**src/rtl/twin_reg_arbiter_if.sv**
```systemverilog
// Request/grant/data bundle between the two producers and the twin-register arbiter.
interface twin_reg_arbiter_if #(
    parameter int WIDTH = 8,
    parameter int CNT_W = 8
);
    logic             req_a;
    logic [1:0]       op_a;
    logic [WIDTH-1:0] d_a;
    logic             req_b;
    logic [1:0]       op_b;
    logic [WIDTH-1:0] d_b;
    logic             gnt_a;
    logic             gnt_b;
    logic             done_a;
    logic             done_b;
    logic             busy;
    logic [WIDTH-1:0] q1;
    logic [WIDTH-1:0] q2;
    logic [CNT_W-1:0] ops_cnt;

    modport master (
        output req_a, op_a, d_a, req_b, op_b, d_b,
        input  gnt_a, gnt_b, done_a, done_b, busy, q1, q2, ops_cnt
    );

    modport slave (
        input  req_a, op_a, d_a, req_b, op_b, d_b,
        output gnt_a, gnt_b, done_a, done_b, busy, q1, q2, ops_cnt
    );
endinterface

```
**src/rtl/twin_reg_arbiter.sv**
```systemverilog
// Round-robin arbiter giving requesters A and B exclusive write access to q1/q2.
module twin_reg_arbiter #(
    parameter int WIDTH = 8,
    parameter int CNT_W = 8
) (
    input  logic              clk,
    input  logic              rst,
    twin_reg_arbiter_if.slave bus
);
    typedef enum logic [1:0] {IDLE, GRANT, COMMIT} state_t;

    state_t           state, state_nxt;
    logic             ptr_b;
    logic             win_b;
    logic             pick_b;
    logic [1:0]       hold_op;
    logic [WIDTH-1:0] hold_d;
    logic [WIDTH-1:0] q1_r, q2_r;
    logic [CNT_W-1:0] cnt_r;

    // B wins only if A is absent or the pointer currently favours B
    assign pick_b = bus.req_b && (!bus.req_a || ptr_b);

    always_ff @(posedge clk or posedge rst) begin
        if (rst) state <= IDLE;
        else     state <= state_nxt;
    end

    always_comb begin
        state_nxt = state;
        case (state)
            IDLE:    if (bus.req_a || bus.req_b) state_nxt = GRANT;
            GRANT:   state_nxt = COMMIT;
            COMMIT:  state_nxt = IDLE;
            default: state_nxt = IDLE;
        endcase
    end

    always_ff @(posedge clk or posedge rst) begin
        if (rst) begin
            ptr_b   <= 1'b0;
            win_b   <= 1'b0;
            hold_op <= '0;
            hold_d  <= '0;
            q1_r    <= '0;
            q2_r    <= '0;
            cnt_r   <= '0;
        end else begin
            case (state)
                IDLE: begin
                    if (bus.req_a || bus.req_b) begin
                        win_b   <= pick_b;
                        hold_op <= pick_b ? bus.op_b : bus.op_a;
                        hold_d  <= pick_b ? bus.d_b : bus.d_a;
                    end
                end
                GRANT: begin
                    case (hold_op)
                        2'b00: q1_r <= hold_d;
                        2'b01: q2_r <= hold_d;
                        2'b10: begin
                            q1_r <= hold_d;
                            q2_r <= hold_d;
                        end
                        default: begin
                            q1_r <= '1;
                            q2_r <= '1;
                        end
                    endcase
                    cnt_r <= cnt_r + CNT_W'(1);
                    ptr_b <= ~win_b;
                end
                default: ;
            endcase
        end
    end

    // gnt/done decode purely from registered state and winner, so they are glitch-free
    always_comb begin
        bus.gnt_a  = 1'b0;
        bus.gnt_b  = 1'b0;
        bus.done_a = 1'b0;
        bus.done_b = 1'b0;
        bus.busy   = (state != IDLE);
        if (state == GRANT) begin
            bus.gnt_a = ~win_b;
            bus.gnt_b = win_b;
        end
        if (state == COMMIT) begin
            bus.done_a = ~win_b;
            bus.done_b = win_b;
        end
    end

    assign bus.q1      = q1_r;
    assign bus.q2      = q2_r;
    assign bus.ops_cnt = cnt_r;
endmodule

```
**src/flat_wrapper.sv**
```systemverilog
// flat-port wrapper written by rule: the top's interface ports become plain ports
module twin_reg_arbiter_flat 
#(
    parameter int WIDTH = 8,
    parameter int CNT_W = 8
)
  (clk, rst, bus_req_a, bus_op_a, bus_d_a, bus_req_b, bus_op_b, bus_d_b, bus_gnt_a, bus_gnt_b, bus_done_a, bus_done_b, bus_busy, bus_q1, bus_q2, bus_ops_cnt);
  twin_reg_arbiter_if #(.WIDTH(WIDTH), .CNT_W(CNT_W)) bus_i ();
  input  logic clk;
  input  logic rst;
  input wire logic [$bits(bus_i.req_a)-1:0] bus_req_a;
  input wire logic [$bits(bus_i.op_a)-1:0] bus_op_a;
  input wire logic [$bits(bus_i.d_a)-1:0] bus_d_a;
  input wire logic [$bits(bus_i.req_b)-1:0] bus_req_b;
  input wire logic [$bits(bus_i.op_b)-1:0] bus_op_b;
  input wire logic [$bits(bus_i.d_b)-1:0] bus_d_b;
  output wire logic [$bits(bus_i.gnt_a)-1:0] bus_gnt_a;
  output wire logic [$bits(bus_i.gnt_b)-1:0] bus_gnt_b;
  output wire logic [$bits(bus_i.done_a)-1:0] bus_done_a;
  output wire logic [$bits(bus_i.done_b)-1:0] bus_done_b;
  output wire logic [$bits(bus_i.busy)-1:0] bus_busy;
  output wire logic [$bits(bus_i.q1)-1:0] bus_q1;
  output wire logic [$bits(bus_i.q2)-1:0] bus_q2;
  output wire logic [$bits(bus_i.ops_cnt)-1:0] bus_ops_cnt;
  assign bus_i.req_a = bus_req_a;
  assign bus_i.op_a = bus_op_a;
  assign bus_i.d_a = bus_d_a;
  assign bus_i.req_b = bus_req_b;
  assign bus_i.op_b = bus_op_b;
  assign bus_i.d_b = bus_d_b;
  assign bus_gnt_a = bus_i.gnt_a;
  assign bus_gnt_b = bus_i.gnt_b;
  assign bus_done_a = bus_i.done_a;
  assign bus_done_b = bus_i.done_b;
  assign bus_busy = bus_i.busy;
  assign bus_q1 = bus_i.q1;
  assign bus_q2 = bus_i.q2;
  assign bus_ops_cnt = bus_i.ops_cnt;
  twin_reg_arbiter #(.WIDTH(WIDTH), .CNT_W(CNT_W)) u_core (.clk(clk), .rst(rst), .bus(bus_i));
endmodule
```
**config.mk**
```make
export PLATFORM = sky130hd
export DESIGN_NAME = twin_reg_arbiter_flat
export DESIGN_NICKNAME = d
export VERILOG_FILES = /design/src/rtl/twin_reg_arbiter_if.sv /design/src/rtl/twin_reg_arbiter.sv /design/src/flat_wrapper.sv
export SDC_FILE = /design/constraint.sdc
export NUM_CORES = 1
export LEC_CHECK = 0
export BUFFER_PORTS_ARGS = -buffer_cell sky130_fd_sc_hd__buf_2
export CAP_MARGIN = 10
export CORE_MARGIN = 1.5
export CORE_UTILIZATION = 35
export CTS_CLUSTER_SIZE = 25
export DETAILED_ROUTE_END_ITERATION = 10
export PLACE_DENSITY = 0.68
export SLEW_MARGIN = 20
export SYNTH_ARGS = -nofsm -noshare
export SYNTH_HDL_FRONTEND = slang
export SYNTH_SLANG_ARGS = --single-unit
```
**constraint.sdc**
```tcl
create_clock -name clk -period 1.7 [get_ports clk]
set_input_delay 0.17 -clock clk [delete_from_list [all_inputs] [get_ports clk]]
set_output_delay 0.17 -clock clk [all_outputs]
set_load 0.02 [all_outputs]
```
==> run summary, run 1 <==
status: finished clean
Remaining DRCs: 0
Worst-Margin Slew: 0.589 ns
mux share of post-synthesis cell area: 0.00645
# IOs: 53
1st-pass router iterations: 4
fill count: 507
post-CTS resize count: 0
LEAKAGE: 1.04 nW
port bufs: 52
vias in the first global route: 1328
CTS Buf Count: 5
CTS tree: built
Hold Vio Cnt, Final: 0
global placement routability congestion: 0.764
syn avg cell area: 9.70 um2
Synth area leader: dfrtp_1
Final Skew: 0.00493 ns
initial antenna violation count: 0
# diodes: 0
Critical Path AT: 1.39 ns
largest net degree at the start of global routing: 39
Antenna Violating Nets Remaining: 0
Initial Utilization: 0.367
most frequent cells in the layout: buf_2, dfrtp_1, nor2_1, a21oi_1, a31oi_1
Synth Area in Adders: 0.0287
Syn Nets: 208
max incr delay on CP: 0.48 ns
Slowest cell on crit path: dfrtp_1
Synth Register Bits: 38
Warnings, synthesis: 0
GRT overflow: 0
largest family of logic cells by synthesized area: simple AND/OR/NAND/NOR gates
Synth Area in Simple Gates: 0.173
sequential share of the synthesized area: 0.544
Die W: 73.6 um
Finish-stage setup viols: 0
ranking of synthesized cells by area: dfrtp_1, a31oi_1, nor2_1
sw frac: 0.400
leading cell type in the layout, fill and taps excluded: buf_2
Setup CP Type: reg2out
worst vdd ir: 0.640 mV
CP cell instances: nor2b_1 -> buf_4 -> and2_1 -> buf_2
worst min path class: in2reg
Int Power: 2.57 mW
routed vias/inst: 4.71
Post-CTS Repair Setup Buffers: 0
Cell Area, Synth: 1750 um2
Clock Tree Buf Depth: 2
post-synth cell types: 29
Die Span Y: 73.6 um
Root Driver: clkbuf_8
Min Clock Period, post-route: 1.56 ns
unrepaired setup endpoints after global routing: false
initial drt markers: 103
critical path fanouts, max: 7
total vias in the final route: 1433
clock share of power: 0.220
Yosys top cell area share: 0.544
number of H-tree levels: 2
Worst Path Required: 1.53 ns
Synth Area in Compound Gates: 0.152
slew margin rel.: 0.607
WL per Instance: 12.6 um
Worst-path clk slew: 0.07 ns
critical path startpoint category: register
Tot GR Track Use: 0.153
f_max: 640 MHz
Comb power frac: 0.409
post-synthesis xor/xnor area fraction: 0.0351
Rows: 25
Sw Pwr: 1.71 mW
core area: 4750 um2
die footprint: 5420 um2
pins over their slew limit: 0
setup TNS: 0 ns
first-pass GRT wire length: 6280 um
Worst Setup End Kind: output pin
maxcap violations: 0
fin crit share: 0.920
pre-CTS worst setup slack: 0.222 ns
HPWL after detailed placement: 2790 um
Reg power frac: 0.371
area delta synth->final: 28.2%
Cells after Synth: 180
# clock sinks: 38
nets: 264
share of cells above drive strength 1: 0.304
Worst Setup Slack, final: 0.136 ns
insertion delay to the later sink of the worst-skew pair: 0.29 ns
final wirelength: 3830 um
PD cells: 1910 nW/um2
## repair_timing
action / in CTS / in global routing
endpoints found under the setup margin: 0 / 0
endpoints found under the hold margin: 38 / 0
hold buffers: 1 / 0
## layout make-up
class / count / area (um2) / area share
inverter: 13 / 48.8 / 0.0218
sequential: 38 / 951 / 0.425
clock buffer: 6 / 82.6 / 0.0369
multi-input combinational: 118 / 691 / 0.308
clock inverter: 2 / 60.1 / 0.0268
timing repair buffer: 60 / 323 / 0.144
tap: 67 / 83.8 / 0.0374
## cell families after synthesis
family | Yosys count
muxes | 1
and+or+nand+nor | 58
adders and majority gates | 4
AOI/OAI and AO/OA | 48
DFF | 38
buffers and inverters | 24
xor gates and xnor gates | 7
## stage by stage
step / utilization / hold WS, ns / cell area [um2] / instances / power, mW
floorplan: - / 0.332 / 1750 / 180 / 2.80
global placement: 0.439 / 0.306 / 2090 / 295 / 3.31
detailed placement: 0.439 / 0.305 / 2090 / 295 / 3.37
CTS: 0.471 / 0.139 / 2240 / 304 / 4.32
global route: 0.471 / 0.140 / 2240 / 304 / 4.59
finish: 0.471 / 0.139 / 2240 / 304 / 4.28
## cell usage after synthesis (all sizes together)
cell type  instances
and3b              1
nor3b              3
a31oi             18
o21ai             11
a21oi             18
and4b              1
nand2b             1
and3               1
clkbuf             4
nand2              2
o31ai              1
buf                7
xor2               1
nand3             10
ha                 4
inv               13
nor2              30
mux2               1
nor2b              3
or2                1
nand4              4
dfrtp             38
and2               1
xnor2              6
## per-layer routing
metal	track usage	part of all wire
met1	0.213	0.47
met2	0.233	0.45
met3	0.0288	0.060
met4	0.0679	0.015
met5	0	0
## sequential cells by signal (all words and copies together), names as in the netlist
register	cells
u_core.ptr_b	1
u_core.hold_op	2
u_core.win_b	1
u_core.bus.ops_cnt	8
u_core.bus.q1	8
u_core.bus.q2	8
u_core.hold_d	8
u_core.state	2
## worst paths after layout
kind / start / endpoint / slack, ns / cells after the start
max in group asynchronous: rst / u_core.bus.q1[7] / 0.85 / 4
hold reg to reg: u_core.bus.ops_cnt[7] / u_core.bus.ops_cnt[7] / 0.47 / 1
min in group asynchronous: rst / u_core.bus.q1[3] / 0.53 / 4
hold / removal: bus_d_b[2] / u_core.hold_d[2] / 0.14 / 3
setup reg to reg: u_core.hold_op[1] / u_core.bus.q1[3] / 0.19 / 5
setup / recovery: u_core.state[1] / bus_gnt_b / 0.14 / 4
## worst max-delay path: cells and delay by family (launching register included)
family	cells	cell delay [ns]
flops	1	0.48
simple gates	2	0.32
buf+inv	2	0.30
## power by group through the flow
stage | Clock (mW) | Combinational (mW) | Sequential (mW)
finish | 0.941 | 1.75 | 1.59
detailed placement | 0 | 1.76 | 1.61
floorplan | 0 | 1.06 | 1.73
global route | 0.994 | 1.96 | 1.65
CTS | 0.955 | 1.77 | 1.59
global placement | 0 | 1.71 | 1.60
Power figures use the tool's default switching activity.
==> inputs of run 2 (changes only) <==
--- a/config.mk
+++ b/config.mk
@@ -7,11 +7,13 @@
 export LEC_CHECK = 0
 export BUFFER_PORTS_ARGS = -buffer_cell sky130_fd_sc_hd__buf_2
 export CAP_MARGIN = 10
+export CELL_PAD_IN_SITES_DETAIL_PLACEMENT = 1
+export CELL_PAD_IN_SITES_GLOBAL_PLACEMENT = 2
 export CORE_MARGIN = 1.5
-export CORE_UTILIZATION = 35
+export CORE_UTILIZATION = 30
 export CTS_CLUSTER_SIZE = 25
 export DETAILED_ROUTE_END_ITERATION = 10
-export PLACE_DENSITY = 0.68
+export PLACE_DENSITY = 0.88
 export SLEW_MARGIN = 20
 export SYNTH_ARGS = -nofsm -noshare
 export SYNTH_HDL_FRONTEND = slang
==> run 2 against run 1 <==
The flow now finishes with violations (negative hold slack); clock skew shrank 0.0011 ns; die area up 16%; clock power down 41%; cell count grew 1.6%; maximum frequency fell by 0.33%; critical endpoint unchanged; highest routed layer unchanged.
==> run summary, run 2 (same netlist as run 1, synthesis figures left out) <==
most frequent cells in the layout: buf_2, dfrtp_1, nor2_1, a21oi_1, a31oi_1
insertion delay to the later sink of the worst-skew pair: 0.28 ns (about the same)
worst vdd ir: 0.469 mV (-27%)
Tot GR Track Use: 0.136 (-0.0169)
pins over their slew limit: 0 (unchanged)
Die Span Y: 79.3 um (+7.7%)
Final Skew: 0.00387 ns (-0.00106 ns)
routed vias/inst: 4.59 (-2.6%)
Hold Vio Cnt, Final: 14 (+14)
number of H-tree levels: 2 (unchanged)
# diodes: 0 (unchanged)
Antenna Violating Nets Remaining: 0 (unchanged)
die footprint: 6290 um2 (+16%)
Post-CTS Repair Setup Buffers: 0 (unchanged)
Worst-Margin Slew: 0.467 ns (-0.122 ns)
unrepaired setup endpoints after global routing: false
critical path fanouts, max: 7 (unchanged)
largest net degree at the start of global routing: 39 (unchanged)
Tot Pwr: 3.94 mW (-8.0%)
critical path startpoint category: register
HPWL after detailed placement: 3030 um (+8.8%)
leading cell type in the layout, fill and taps excluded: buf_2
initial drt markers: 85 (-17%)
Remaining DRCs: 0 (unchanged)
GRT overflow: 0 (unchanged)
# IOs: 53 (unchanged)
Rows: 27 (+8.0%)
# clock sinks: 38 (unchanged)
Min Clock Period, post-route: 1.57 ns (+0.00520 ns)
max incr delay on CP: 0.49 ns (about the same)
first-pass GRT wire length: 6670 um (+6.3%)
Root Driver: clkbuf_8
worst path buffer plus inverter count: 2 (unchanged)
failing checks: negative hold slack
area delta synth->final: 25.1%
PD cells: 1800 nW/um2 (-5.7%)
post-CTS resize count: 0 (unchanged)
CP cell instances: nor2b_1 -> buf_4 -> and2_1 -> buf_2
slew margin rel.: 0.688 (+0.0815)
Worst-path clk slew: 0.07 ns (about the same)
worst min path class: in2async
Die W: 79.3 um (+7.7%)
Clock Tree Buf Depth: 2 (unchanged)
setup TNS: 0 ns (unchanged)
share of cells above drive strength 1: 0.300 (-0.00422)
fin crit share: 0.923 (+0.00306)
Initial Utilization: 0.313 (-0.0540)
CTS tree: built
Critical Path AT: 1.40 ns (about the same)
core area: 5570 um2 (+17%)
Worst Setup End Kind: output pin
total vias in the final route: 1418 (-1.0%)
nets: 265 (+0.38%)
fill count: 691 (+36%)
1st-pass router iterations: 4 (unchanged)
Finish-stage setup viols: 0 (unchanged)
status: complete, but fails checks
Post-CTS Hold Buffers: 0 (-1)
LEAKAGE: 1.01 nW (-2.6%)
WL per Instance: 12.8 um (+2.0%)
hold slack: -0.00234 ns (-0.142 ns)
f_max: 637 MHz (-0.33%)
port bufs: 52 (unchanged)
initial antenna violation count: 0 (unchanged)
CTS Buf Count: 5 (unchanged)
vias in the first global route: 1402 (+5.6%)
Slowest cell on crit path: dfrtp_1
Largest delay share family, worst path: flip-flops
Worst Path Required: 1.53 ns (about the same)
fin util: 0.392 (-0.0791)
final wirelength: 3970 um (+3.7%)
global placement routability congestion: 0.705 (-7.7%)
Setup CP Type: reg2out
maxcap violations: 0 (unchanged)
==> run 2: where the power goes <==
group	leakage [nW]	switching, mW	internal [mW]
combinational	0.553	1.07	0.722
sequential	0.417	0.333	1.26
clock	0.0383	0.276	0.282
==> run 2: final timing paths <==
check / startpoint / to / slack, ns / cells after the start
min in group clk: bus_d_a[4] / u_core.hold_d[4] / 0.16 / 3
setup / recovery: u_core.state[1] / bus_gnt_b / 0.13 / 4
hold / removal: rst / u_core.bus.ops_cnt[5] / -0.002 / 3
max in group asynchronous: rst / u_core.bus.q1[2] / 1.38 / 3
setup reg to reg: u_core.hold_op[0] / u_core.bus.q2[5] / 0.34 / 6
hold reg to reg: u_core.bus.ops_cnt[7] / u_core.bus.ops_cnt[7] / 0.46 / 1
==> run 2: worst min-delay path: stages <==
cell and delay, ns:
buf_2 0.10, inv_1 0.04, buf_4 0.40
==> run 2: cell type report <==
cell class                 instances  area [um2]  area share
timing repair buffer              61         328       0.150
clock buffer                       7        76.3      0.0349
multi-input combinational        118         691       0.316
tap                               72        90.1      0.0412
sequential                        38         951       0.435
inverter                          13        48.8      0.0223
==> run 2: per-layer routing <==
| layer | share of wire | vias up | GRT usage |
|---|---|---|---|
| li1 | - | 726 | - |
| met2 | 0.44 | 41 | 0.198 |
| met3 | 0.046 | 4 | 0.0322 |
| met5 | 0 | - | 0 |
| met1 | 0.50 | 647 | 0.197 |
| met4 | 0.011 | 0 | 0.0474 |
==> run 2: through the flow <==
| step | worst slack (ns) | instances | area (um2) | hold WS, ns |
|---|---|---|---|---|
| 2_1_floorplan | 0.381 | 180 | 1750 | 0.332 |
| 3_3_place_gp | 0.428 | 302 | 2110 | 0.308 |
| 3_5_place_dp | 0.342 | 302 | 2110 | 0.312 |
| 4_1_cts | 0.109 | 309 | 2180 | 0.00798 |
| 5_1_grt | 0.00387 | 309 | 2180 | 0.0237 |
| 6_report | 0.131 | 309 | 2180 | -0.00234 |
==> inputs of run 3 (changes only) <==
==> constraint.sdc (replaced) <==
create_clock -name clk -period 1.7 [get_ports clk]
set_input_delay 0 -clock clk [delete_from_list [all_inputs] [get_ports clk]]
set_output_delay 0 -clock clk [all_outputs]
set_load 0.02 [all_outputs]
==> run 3 against run 2 <==
The run now ends clean; maximum frequency up 9.0%; largest cell class unchanged; critical path depth unchanged; design area up 9.3%; worst setup slack better by 0.13 ns; via count up 3.9%; critical path type unchanged; sequential power about the same; global-route usage up 1.0 points; first-iteration DRC count down 40%; clock power up 31%; register-to-register slack worse by 0.03 ns; sequential share of layout area down 3.7 points.
==> run summary, run 3 (same netlist as run 1, synthesis figures left out) <==
Worst Setup Slack, final: 0.261 ns (+0.129 ns)
fin crit share: 0.847 (-0.0762)
CP cell instances: nor2b_1 -> buf_4 -> and2_1 -> buf_2
Worst-path clk slew: 0.07 ns (about the same)
register area: 951 um2 (unchanged)
GRT overflow: 0 (unchanged)
Sw Pwr: 1.71 mW (+1.6%)
worst vdd ir: 0.501 mV (+6.7%)
Worst Setup End Kind: output pin
hold-critical path depth: 3
final wirelength: 4210 um (+6.0%)
pre-CTS worst setup slack: 0.317 ns (-0.0247 ns)
global placement routability congestion: 0.706 (+0.14%)
fill count: 680 (-1.6%)
Initial Utilization: 0.313 (unchanged)
max incr delay on CP: 0.49 ns (about the same)
port bufs: 52 (unchanged)
Final Skew: 0.00694 ns (+0.00307 ns)
most frequent cells in the layout: buf_2, dfrtp_1, nor2_1
clock share of power: 0.177 (+0.035)
multi-input logic area: 691 um2 (unchanged)
hold path startpoint: bus_d_b[7]
Tot Pwr: 4.14 mW (+5.0%)
sw frac: 0.412 (-0.0138)
Int Power: 2.43 mW (+7.5%)
Hold Vio Cnt, Final: 0 (-14)
leading cell type in the layout, fill and taps excluded: buf_2
Die W: 79.3 um (unchanged)
setup TNS: 0 ns (unchanged)
critical path fanouts, max: 7 (unchanged)
Reg2Reg Depth: 6 (unchanged)
insertion delay to the later sink of the worst-skew pair: 0.28 ns (about the same)
# IOs: 53 (unchanged)
LEAKAGE: 1.09 nW (+8.3%)
PD cells: 1730 nW/um2 (-3.9%)
maxcap violations: 0 (unchanged)
area delta synth->final: 36.7%
unrepaired setup endpoints after global routing: false
post-CTS resize count: 0 (unchanged)
worst min path class: in2reg
Slowest cell on crit path: dfrtp_1
Die Span Y: 79.3 um (unchanged)
vias in the first global route: 1533 (+9.3%)
Reg power frac: 0.383 (-0.020)
reg-to-reg slack, setup: 0.31 ns (-0.03 ns)
core area: 5570 um2 (unchanged)
Post-CTS Repair Setup Buffers: 0 (unchanged)
Rows: 27 (unchanged)
Antenna Violating Nets Remaining: 0 (unchanged)
Min Clock Period, post-route: 1.44 ns (-0.129 ns)
nets: 282 (+6.4%)
Clock Tree Buf Depth: 2 (unchanged)
initial drt markers: 51 (-40%)
CTS Buf Count: 5 (unchanged)
worst path buffer plus inverter count: 2 (unchanged)
1st-pass router iterations: 4 (unchanged)
die footprint: 6290 um2 (unchanged)
f_max: 695 MHz (+9.0%)
critical path startpoint category: register
Comb power frac: 0.440 (-0.015)
Hold Crit Endpoint: u_core.hold_d[7]
Worst-Margin Slew: 0.462 ns (-0.00552 ns)
first-pass GRT wire length: 7210 um (+8.1%)
routed vias/inst: 4.51 (-1.8%)
# clock sinks: 38 (unchanged)
Setup CP Type: reg2out
HPWL after detailed placement: 3150 um (+3.9%)
Remaining DRCs: 0 (unchanged)
Reg2Reg Launch Point: u_core.hold_op[0]
Largest delay share family, worst path: flip-flops
Finish-stage setup viols: 0 (unchanged)
largest net degree at the start of global routing: 39 (unchanged)
Worst Path Required: 1.70 ns (+0.17 ns)
share of cells above drive strength 1: 0.278 (-0.0211)
status: finished clean
CTS tree: built
Reg2Reg Capture Point: u_core.bus.q2[0]
Tot GR Track Use: 0.147 (+0.0102)
Root Driver: clkbuf_8
total vias in the final route: 1474 (+3.9%)
initial antenna violation count: 0 (unchanged)
Critical Path AT: 1.44 ns (+0.04 ns)
slew margin rel.: 0.692 (+0.00368)
number of H-tree levels: 2 (unchanged)
# diodes: 0 (unchanged)
WL per Instance: 12.9 um (+0.21%)
pins over their slew limit: 0 (unchanged)
## run 3: timing repair
item / CTS / global route
endpoints found under the hold margin: 48 / 0
setup endpoints to repair: 0 / 0
hold buffers: 18 / 0
## run 3: layout make-up
class | instances | share of cell area
Timing Repair Buffer | 78 | 0.210
Sequential cell | 38 | 0.398
Multi-Input combinational cell | 118 | 0.289
Clock inverter | 1 | 0.0126
Tap cell | 72 | 0.0377
Inverter | 13 | 0.0204
Clock buffer | 7 | 0.0320
## run 3: worst register-to-register path, cell delays in order (launching register included)
cell,delay [ns]
dfrtp_1,0.38
inv_1,0.08
ha_1,0.25
nor3b_4,0.18
buf_4,0.22
nor2_1,0.07
a31oi_1,0.14
## run 3: per-layer routing
layer	global-route usage	part of all wire	wire [um]
met1	0.189	0.47	1990
met2	0.242	0.47	2000
met3	0.0368	0.049	207
met5	0	0	0
met4	0.0439	0.0045	19
## run 3: power by group through the flow
| stage | logic [mW] | clock network (mW) | registers, mW |
|---|---|---|---|
| 2_1_floorplan | 1.06 | 0 | 1.73 |
| 3_3_place_gp | 1.75 | 0 | 1.59 |
| 6_report | 1.82 | 0.733 | 1.58 |
| 5_1_grt | 2.02 | 0.803 | 1.65 |
| 3_5_place_dp | 1.82 | 0 | 1.61 |
| 4_1_cts | 1.85 | 0.764 | 1.59 |
## run 3: per-stage QoR
stage                      util  area (um2)  cells  hold slack [ns]
after floorplan               -        1750    180            0.162
after global placement    0.377        2100    301            0.136
after detailed placement  0.377        2100    301            0.140
after CTS                 0.428        2390    327          0.00197
after global routing      0.428        2390    327           0.0172
final                     0.428        2390    327           0.0110
## run 3: how the worst max path moves through the flow
stage | start | endpoint | slack, ns | cells after the start
3_3_place_gp | u_core.hold_op[0] | u_core.bus.q2[6] | 0.42 | 6
5_1_grt | u_core.state[1] | bus_gnt_b | 0.15 | 4
6_report | u_core.state[1] | bus_gnt_b | 0.26 | 4
2_1_floorplan | u_core.hold_op[0] | u_core.bus.q2[0] | 0.38 | 6
3_5_place_dp | u_core.hold_op[0] | u_core.bus.q2[0] | 0.32 | 6
4_1_cts | u_core.state[1] | bus_gnt_a | 0.23 | 4
